## src/rtl/bt_pipe_initiator_if.sv

```systemverilog
// bt_pipe_initiator_if: pipe-side bus of the block-throttled pipe initiator.
// Carries the pipe-in (write) and pipe-out (read) strobes, data and ready
// flags. The initiator uses the master modport; the endpoint (or a bench
// model of one) uses the slave modport.
interface bt_pipe_initiator_if;
  // pipe-in consumer side
  logic        pi_write;
  logic        pi_blockstrobe;
  logic [31:0] pi_data;
  logic        pi_ready;
  // pipe-out producer side
  logic        po_read;
  logic        po_blockstrobe;
  logic [31:0] po_data;
  logic        po_ready;

  modport master (
    output pi_write,
    output pi_blockstrobe,
    output pi_data,
    input  pi_ready,
    output po_read,
    output po_blockstrobe,
    input  po_data,
    input  po_ready
  );

  modport slave (
    input  pi_write,
    input  pi_blockstrobe,
    input  pi_data,
    output pi_ready,
    input  po_read,
    input  po_blockstrobe,
    output po_data,
    output po_ready
  );
endinterface

```

## src/rtl/bt_pipe_initiator.sv

```systemverilog
// bt_pipe_initiator: host-side initiator for the block-throttled pipe
// protocol. Writes generated pattern blocks into a pipe-in consumer, or
// reads blocks from a pipe-out producer and counts words that differ from
// the same pattern.
//
// Optional feature macro: THROTTLE_EN
//   When defined, an extra input throttle_val is latched at start into a
//   rotating mask; a strobe is only issued on XFER cycles where the mask
//   bit0 is set. A zero mask means "strobe every cycle".
module bt_pipe_initiator #(
  parameter int BLOCK_LEN     = 256,   // words per block, power of two
  parameter int READY_TIMEOUT = 1024   // max ready-low cycles before abort
) (
  input  logic        clk,
  input  logic        reset,
  input  logic        start,
  input  logic        dir,
  input  logic [15:0] num_blocks,
  input  logic [2:0]  pattern,
  input  logic [31:0] fixed_pattern,
`ifdef THROTTLE_EN
  input  logic [31:0] throttle_val,
`endif
  output logic        busy,
  output logic        done,
  output logic        timeout_err,
  output logic [31:0] error_count,
  bt_pipe_initiator_if.master pipe
);

  localparam int CW = $clog2(BLOCK_LEN);
  localparam int TW = $clog2(READY_TIMEOUT + 1);
  localparam logic [CW-1:0] LAST_IDX = CW'(BLOCK_LEN - 1);
  localparam logic [TW-1:0] TO_LAST  = TW'(READY_TIMEOUT - 1);

  typedef enum logic [2:0] {
    S_IDLE,
    S_WAIT_RDY,
    S_BSTROBE,
    S_XFER,
    S_FLUSH,
    S_DONE
  } state_t;

  // ---------------------------------------------------------------------
  // Pattern generator rules (shared by write data and read expectation)
  // ---------------------------------------------------------------------
  function automatic logic [31:0] gen_seed(input logic [2:0]  pat,
                                           input logic [31:0] fx);
    case (pat)
      3'd1:    gen_seed = 32'h0D0C0B0A;
      3'd2:    gen_seed = 32'h0000_0001;
      3'd3:    gen_seed = fx;
      default: gen_seed = 32'h0;
    endcase
  endfunction

  function automatic logic [31:0] gen_next(input logic [2:0]  pat,
                                           input logic [31:0] v,
                                           input logic [31:0] fx);
    case (pat)
      3'd1:    gen_next = {v[30:0], v[31] ^ v[21] ^ v[1] ^ v[0]};
      3'd2:    gen_next = {v[30:0], v[31]};
      3'd3:    gen_next = fx;
      default: gen_next = v + 32'd1;
    endcase
  endfunction

  // ---------------------------------------------------------------------
  // State
  // ---------------------------------------------------------------------
  state_t        state_q;
  logic          busy_q;
  logic          done_q;
  logic          timeout_err_q;
  logic          dir_q;
  logic [2:0]    pat_q;
  logic [31:0]   fixed_q;
  logic [15:0]   blk_q;        // blocks still to transfer, incl. current
  logic [CW-1:0] cnt_q;        // strobes issued in the current block
  logic [TW-1:0] to_cnt_q;     // ready-low cycles in the current wait
  logic          pi_write_q;
  logic          pi_bs_q;
  logic          po_read_q;
  logic          po_bs_q;

  logic [31:0]   gen_q,      gen_d;
  logic [31:0]   pi_data_q,  pi_data_d;
  logic [31:0]   err_q,      err_d;
  logic          rd_d1_q,    rd_d1_d;   // a read was issued last cycle

  logic          rdy_sel;
  logic          strobe_now;
  logic          last_strobe;
  logic          accept;
  logic          issue;                 // schedule a strobe for next cycle
  logic          bs_gate;               // strobe allowed in first XFER cycle
  logic          xf_gate;               // strobe allowed in following cycle

`ifdef THROTTLE_EN
  logic [31:0]   mask_q;
  // bit0 of the mask gates the current XFER cycle; after a right rotate
  // the next cycle is gated by what is now bit1.
  assign bs_gate = mask_q[0];
  assign xf_gate = mask_q[1];
`else
  assign bs_gate = 1'b1;
  assign xf_gate = 1'b1;
`endif

  // Control decode: which ready is watched and whether a strobe goes out next
  always_comb begin
    rdy_sel     = dir_q ? pipe.po_ready : pipe.pi_ready;
    strobe_now  = pi_write_q | po_read_q;
    last_strobe = strobe_now && (cnt_q == LAST_IDX);
    accept      = (state_q == S_IDLE) && start;
    issue       = 1'b0;
    if (state_q == S_BSTROBE) begin
      issue = bs_gate;
    end else if ((state_q == S_XFER) && !last_strobe) begin
      issue = xf_gate;
    end
  end

  // Datapath next-state: generator advance, write data, read compare
  always_comb begin
    gen_d     = gen_q;
    pi_data_d = 32'h0;
    err_d     = err_q;
    rd_d1_d   = po_read_q;
    if (issue && !dir_q) begin
      pi_data_d = gen_q;
    end
    if (accept) begin
      gen_d = gen_seed(pattern, fixed_pattern);
      err_d = 32'h0;
    end else begin
      // writes consume a word per strobe, reads per compared word
      if (dir_q ? rd_d1_q : issue) begin
        gen_d = gen_next(pat_q, gen_q, fixed_q);
      end
      if (rd_d1_q && (pipe.po_data != gen_q) && (err_q != 32'hFFFF_FFFF)) begin
        err_d = err_q + 32'd1;
      end
    end
  end

  // Datapath registers
  always_ff @(posedge clk) begin
    if (reset) begin
      gen_q     <= 32'h0;
      pi_data_q <= 32'h0;
      err_q     <= 32'h0;
      rd_d1_q   <= 1'b0;
    end else begin
      gen_q     <= gen_d;
      pi_data_q <= pi_data_d;
      err_q     <= err_d;
      rd_d1_q   <= rd_d1_d;
    end
  end

  // Transfer sequencer with registered strobes and status
  always_ff @(posedge clk) begin
    if (reset) begin
      state_q       <= S_IDLE;
      busy_q        <= 1'b0;
      done_q        <= 1'b0;
      timeout_err_q <= 1'b0;
      dir_q         <= 1'b0;
      pat_q         <= 3'd0;
      fixed_q       <= 32'h0;
      blk_q         <= 16'd0;
      cnt_q         <= '0;
      to_cnt_q      <= '0;
      pi_write_q    <= 1'b0;
      pi_bs_q       <= 1'b0;
      po_read_q     <= 1'b0;
      po_bs_q       <= 1'b0;
`ifdef THROTTLE_EN
      mask_q        <= 32'h0;
`endif
    end else begin
      done_q     <= 1'b0;
      pi_bs_q    <= 1'b0;
      po_bs_q    <= 1'b0;
      pi_write_q <= issue && !dir_q;
      po_read_q  <= issue && dir_q;
      case (state_q)
        S_IDLE: begin
          if (start) begin
            dir_q         <= dir;
            pat_q         <= pattern;
            fixed_q       <= fixed_pattern;
            blk_q         <= num_blocks;
            timeout_err_q <= 1'b0;
            busy_q        <= 1'b1;
            cnt_q         <= '0;
            to_cnt_q      <= '0;
`ifdef THROTTLE_EN
            mask_q        <= (throttle_val == 32'h0) ? 32'hFFFF_FFFF : throttle_val;
`endif
            state_q       <= (num_blocks == 16'd0) ? S_DONE : S_WAIT_RDY;
          end
        end
        S_WAIT_RDY: begin
          if (rdy_sel) begin
            to_cnt_q <= '0;
            pi_bs_q  <= !dir_q;
            po_bs_q  <= dir_q;
            state_q  <= S_BSTROBE;
          end else if (to_cnt_q == TO_LAST) begin
            timeout_err_q <= 1'b1;
            state_q       <= S_DONE;
          end else begin
            to_cnt_q <= to_cnt_q + 1'b1;
          end
        end
        S_BSTROBE: begin
          cnt_q   <= '0;
          state_q <= S_XFER;
        end
        S_XFER: begin
`ifdef THROTTLE_EN
          mask_q <= {mask_q[0], mask_q[31:1]};
`endif
          if (strobe_now) begin
            cnt_q <= cnt_q + 1'b1;
          end
          if (last_strobe) begin
            blk_q <= blk_q - 16'd1;
            if (blk_q == 16'd1) begin
              // a read still has its last word in flight
              state_q <= dir_q ? S_FLUSH : S_DONE;
            end else begin
              state_q <= S_WAIT_RDY;
            end
          end
        end
        S_FLUSH: begin
          state_q <= S_DONE;
        end
        S_DONE: begin
          done_q  <= 1'b1;
          busy_q  <= 1'b0;
          state_q <= S_IDLE;
        end
        default: begin
          state_q <= S_IDLE;
        end
      endcase
    end
  end

  assign busy                = busy_q;
  assign done                = done_q;
  assign timeout_err         = timeout_err_q;
  assign error_count         = err_q;
  assign pipe.pi_write       = pi_write_q;
  assign pipe.pi_blockstrobe = pi_bs_q;
  assign pipe.pi_data        = pi_data_q;
  assign pipe.po_read        = po_read_q;
  assign pipe.po_blockstrobe = po_bs_q;

endmodule

```

## src/flat_wrapper.sv

```systemverilog
// flat-port wrapper written by rule: the top's interface ports become plain ports
module bt_pipe_initiator_flat 
#(
  parameter int BLOCK_LEN     = 256,                                   
  parameter int READY_TIMEOUT = 1024                                       
)
  (clk, reset, start, dir, num_blocks, pattern, fixed_pattern, busy, done, timeout_err, error_count, pipe_pi_write, pipe_pi_blockstrobe, pipe_pi_data, pipe_pi_ready, pipe_po_read, pipe_po_blockstrobe, pipe_po_data, pipe_po_ready);
  bt_pipe_initiator_if pipe_i ();
  input  logic clk;
  input  logic reset;
  input  logic start;
  input  logic dir;
  input  logic [15:0] num_blocks;
  input  logic [2:0] pattern;
  input  logic [31:0] fixed_pattern;
  output logic busy;
  output logic done;
  output logic timeout_err;
  output logic [31:0] error_count;
  output wire logic [$bits(pipe_i.pi_write)-1:0] pipe_pi_write;
  output wire logic [$bits(pipe_i.pi_blockstrobe)-1:0] pipe_pi_blockstrobe;
  output wire logic [$bits(pipe_i.pi_data)-1:0] pipe_pi_data;
  input wire logic [$bits(pipe_i.pi_ready)-1:0] pipe_pi_ready;
  output wire logic [$bits(pipe_i.po_read)-1:0] pipe_po_read;
  output wire logic [$bits(pipe_i.po_blockstrobe)-1:0] pipe_po_blockstrobe;
  input wire logic [$bits(pipe_i.po_data)-1:0] pipe_po_data;
  input wire logic [$bits(pipe_i.po_ready)-1:0] pipe_po_ready;
  assign pipe_pi_write = pipe_i.pi_write;
  assign pipe_pi_blockstrobe = pipe_i.pi_blockstrobe;
  assign pipe_pi_data = pipe_i.pi_data;
  assign pipe_i.pi_ready = pipe_pi_ready;
  assign pipe_po_read = pipe_i.po_read;
  assign pipe_po_blockstrobe = pipe_i.po_blockstrobe;
  assign pipe_i.po_data = pipe_po_data;
  assign pipe_i.po_ready = pipe_po_ready;
  bt_pipe_initiator #(.BLOCK_LEN(BLOCK_LEN), .READY_TIMEOUT(READY_TIMEOUT)) u_core (.clk(clk), .reset(reset), .start(start), .dir(dir), .num_blocks(num_blocks), .pattern(pattern), .fixed_pattern(fixed_pattern), .busy(busy), .done(done), .timeout_err(timeout_err), .error_count(error_count), .pipe(pipe_i));
endmodule
```

## config.mk

```make
export PLATFORM = sky130hd
export DESIGN_NAME = bt_pipe_initiator_flat
export DESIGN_NICKNAME = d
export VERILOG_FILES = /design/src/rtl/bt_pipe_initiator_if.sv /design/src/rtl/bt_pipe_initiator.sv /design/src/flat_wrapper.sv
export SDC_FILE = /design/constraint.sdc
export NUM_CORES = 1
export LEC_CHECK = 0
export BUFFER_PORTS_ARGS = -buffer_cell sky130_fd_sc_hd__buf_2
export CORE_MARGIN = 2
export CORE_UTILIZATION = 50
export CTS_CLUSTER_SIZE = 12
export DETAILED_ROUTE_END_ITERATION = 12
export GPL_TIMING_DRIVEN = 0
export PLACE_DENSITY = 0.72
export SLEW_MARGIN = 25
export SYNTH_ARGS = -nofsm -noshare
export SYNTH_HDL_FRONTEND = slang
export SYNTH_SLANG_ARGS = --single-unit
export TNS_END_PERCENT = 10
```

## constraint.sdc

```tcl
create_clock -name clk -period 2.75 [get_ports clk]
set_input_delay 0.55 -clock clk [delete_from_list [all_inputs] [get_ports clk]]
set_output_delay 0.55 -clock clk [all_outputs]
set_load 0.01 [all_outputs]
```

==> flow_metrics.env <==
export IMPL_route_antenna_remaining_nets=0
export IMPL_final_setup_viol_count=0
export IMPL_drive_gt1_frac=0.186
export IMPL_max_cap_viols=0
export IMPL_dp_cells=1562
export IMPL_synth_nets=1269
export IMPL_synth_area_mm2=0.00928
export IMPL_design_die_area_mm2=0.0197
export IMPL_synth_async_reset_ratio=0
export IMPL_dp_worst_setup_slack_ps=-70.9
export IMPL_run_status="completed"
export IMPL_total_number_of_h_tree_levels=4
export IMPL_path_max_fanout=10
export IMPL_nNetsFinal=1448
export IMPL_critical_path_max_stage_delay_ps=600
export IMPL_cts_buffers=17
export IMPL_globalRouteTotalUtil=0.316
export IMPL_finalWorstSetupSlack_ps=132
export IMPL_io_pins=160
export IMPL_yosys_most_used_dff="sky130_fd_sc_hd__dfxtp_1"
export IMPL_gp_weighted_congestion=0.982
export IMPL_slew_headroom=0.424
export IMPL_avgSynthCellArea_um2=7.91
export IMPL_timing_hold_violations_final=0
export IMPL_ctsRootBufferMaster="sky130_fd_sc_hd__clkbuf_16"
export IMPL_synth_commonest_cells="178 x sky130_fd_sc_hd__dfxtp_1, 139 x sky130_fd_sc_hd__nand2_1, 125 x sky130_fd_sc_hd__a21oi_1"
export IMPL_synth_seq_cells=178
export IMPL_cts_tree="done"
export IMPL_grt_setup_unrepaired="false"
export IMPL_start_util=0.513
export IMPL_antenna_found_initial=1
export IMPL_instances_no_fill=1595
export IMPL_synth_edff_count=0
export IMPL_vias_in_the_first_global_route=9044
export IMPL_setup_worst_path_class="reg2reg"
export IMPL_synth_top_cell_by_area="sky130_fd_sc_hd__dfxtp_1"
export IMPL_fmax_mhz=382
export IMPL_critical_path_slowest_cell="sky130_fd_sc_hd__clkbuf_1"
export IMPL_worstPathRequired_ps=3090
export IMPL_detail_route_first_pass_iterations=5
export IMPL_wl_per_cell_um=19.7
export IMPL_cp_start_kind="register"
export IMPL_wl_mm=31.4
export IMPL_number_of_clock_sinks=178
export IMPL_dp_final_hpwl_mm=22.5
export IMPL_congestion_overflow_gr=0
export IMPL_clkTransAtPathRegs_ps=70
export IMPL_clock_tree_buffer_depth=2
export IMPL_power_density_cell_area_mw_per_mm2=606
export IMPL_area_growth_synth_to_final_pct=18.4
export IMPL_endpoint_kind="register"
export IMPL_post_synth_inst_count=1174
export IMPL_core_region_area_mm2=0.0181
export IMPL_timing_final_crit_share=0.952
export IMPL_synth_most_common_cell="sky130_fd_sc_hd__dfxtp_1"
export IMPL_synth_cell_type_count=70
export IMPL_insertion_delay_ps=440
export IMPL_global_route_wire_length_before_repair_mm=49.0
export IMPL_viasPerCell=6.22
export IMPL_yosys_top_cells_area="sky130_fd_sc_hd__dfxtp_1 38%, sky130_fd_sc_hd__a21oi_1 6.7%, sky130_fd_sc_hd__nand2_1 5.6%"
export IMPL_skew_ps=7.87
export IMPL_initialDrtViolationCount=1241
export IMPL_die_h_um=140
export IMPL_drt_drc_violations_left=0
export IMPL_final_critical_delay_including_setup_and_external_delays_ps=2620
export IMPL_yosys_area_top_type_share=0.384
export IMPL_synth_seq_area_share=0.384
export IMPL_p_leak_nw=4.27
export IMPL_hold_path_class="in2reg"
export IMPL_die_x_um=140
export IMPL_yosys_warnings=0
export IMPL_crit_arrival_ps=2960
export IMPL_placementRows=49
export IMPL_vdd_ir_drop_max_v=0.000501
export IMPL_num_vias=9918
export IMPL_worstPathCellList="or4b_1 > buf_4 > o21ai_1 > clkbuf_1 > a21oi_1 > a311oi_1"
export IMPL_place_port_buffers=159
export IMPL_grt_start_max_net_pins=17
export IMPL_finalMaxSlewViolations=0
export IMPL_worst_pin_slew_ps=857
## final timing paths
| path | from | to | slack, ps | depth (start not counted) |
|---|---|---|---|---|
| setup / recovery | u_core.state_q[2] | u_core.gen_q[11] | 130 | 6 |
| hold / removal | fixed_pattern[8] | u_core.fixed_q[8] | 350 | 3 |
| setup reg to reg | u_core.state_q[2] | u_core.gen_q[11] | 130 | 6 |
| hold reg to reg | u_core.timeout_err | u_core.timeout_err | 450 | 2 |
## power breakdown
group          internal (mW)  switching (mW)
clock network           1.45            1.07
registers               2.70           0.101
logic                  0.453           0.878
total                   4.61            2.05
## critical path, delay by kind of cell (launching register included)
kind | cells | cell delay [ps]
buffers and inverters | 2 | 790
flip-flops | 1 | 360
AND/OR/NAND/NOR | 1 | 540
AO/OA/AOI/OAI | 3 | 850
## flip-flops by register name (all words and copies together) (netlist names)
name / count
u_core.pipe.pi_data: 32
u_core.cnt_q: 8
u_core.state_q: 3
u_core.pipe.po_read: 1
u_core.to_cnt_q: 11
u_core.rd_d1_q: 1
u_core.blk_q: 16
u_core.pat_q: 3
u_core.gen_q: 32
u_core.busy: 1
u_core.pipe.po_blockstrobe: 1
u_core.timeout_err: 1
u_core.fixed_q: 32
u_core.error_count: 32
u_core.pipe.pi_blockstrobe: 1
u_core.done: 1
u_core.dir_q: 1
u_core.pipe.pi_write: 1
## cells by family after synthesis
kind of cell	Yosys count	synth area share
flip-flops	178	0.384
AO/OA/AOI/OAI	341	0.226
buffers and inverters	115	0.0593
adder cells (fa/ha/maj)	6	0.00809
AND/OR/NAND/NOR	468	0.259
multiplexers	6	0.00647
XOR/XNOR	60	0.0566
## per-stage QoR
stage	TNS [ps]	total power, mW	hold slack (ps)	utilization	cell area [µm²]
CTS	0	6.62	353	0.606	11000
detailed placement	-419	4.14	441	0.573	10400
global placement	-205	4.12	437	0.573	10400
finish	0	6.66	352	0.608	11000
floorplan	0	3.69	436	-	9280
global route	0	6.91	368	0.608	11000
## placed cells by master (no fill, tap or decap), types with 8 or more instances in the layout
master,count
sky130_fd_sc_hd__nor3_1,29
sky130_fd_sc_hd__buf_2,188
sky130_fd_sc_hd__inv_1,20
sky130_fd_sc_hd__nand3_1,44
sky130_fd_sc_hd__xor2_1,45
sky130_fd_sc_hd__o22ai_1,21
sky130_fd_sc_hd__nor4_1,26
sky130_fd_sc_hd__dfxtp_1,178
sky130_fd_sc_hd__a22oi_1,18
sky130_fd_sc_hd__o21ai_0,71
sky130_fd_sc_hd__nor2_1,77
sky130_fd_sc_hd__or3_1,13
sky130_fd_sc_hd__a221oi_1,8
sky130_fd_sc_hd__nand2_1,139
sky130_fd_sc_hd__a21oi_1,125
sky130_fd_sc_hd__or4_1,18
sky130_fd_sc_hd__xnor2_1,15
sky130_fd_sc_hd__a311oi_1,8
sky130_fd_sc_hd__a211oi_1,17
sky130_fd_sc_hd__o31ai_1,18
sky130_fd_sc_hd__clkbuf_16,17
sky130_fd_sc_hd__and2_1,33
sky130_fd_sc_hd__clkbuf_1,48
sky130_fd_sc_hd__nand4_1,30
sky130_fd_sc_hd__and3_1,12
## area by class of cell
class                   instances  area (µm²)
clock inverters                12         158
inverters                      20        75.1
clock buffers                  19         443
plain buffers                  95         475
diodes                          1        2.50
multi-input cells             881        5190
repair buffers                160         803
flip-flops and latches        178        3560
well taps                     229         287
fillers                      1692        7090
## what timing repair did
| item | 4_1_cts | 5_1_grt |
|---|---|---|
| setup endpoints to repair | 7 | 29 |
| gates cloned | 0 | 0 |
| setup buffers | 0 | 1 |
| hold buffers | 0 | 0 |
| gates resized for setup | 1 | 3 |
| pin swaps | 0 | 2 |
## metal layers
layer / track usage / vias up / wire, µm
met4: 0.143 / 0 / 1200
met2: 0.487 / 581 / 13800
met1: 0.431 / 4611 / 13100
met5: 0 / - / 0
li1: - / 4632 / -
met3: 0.0588 / 94 / 3300
Note: power is estimated with default switching activity, not from simulation.
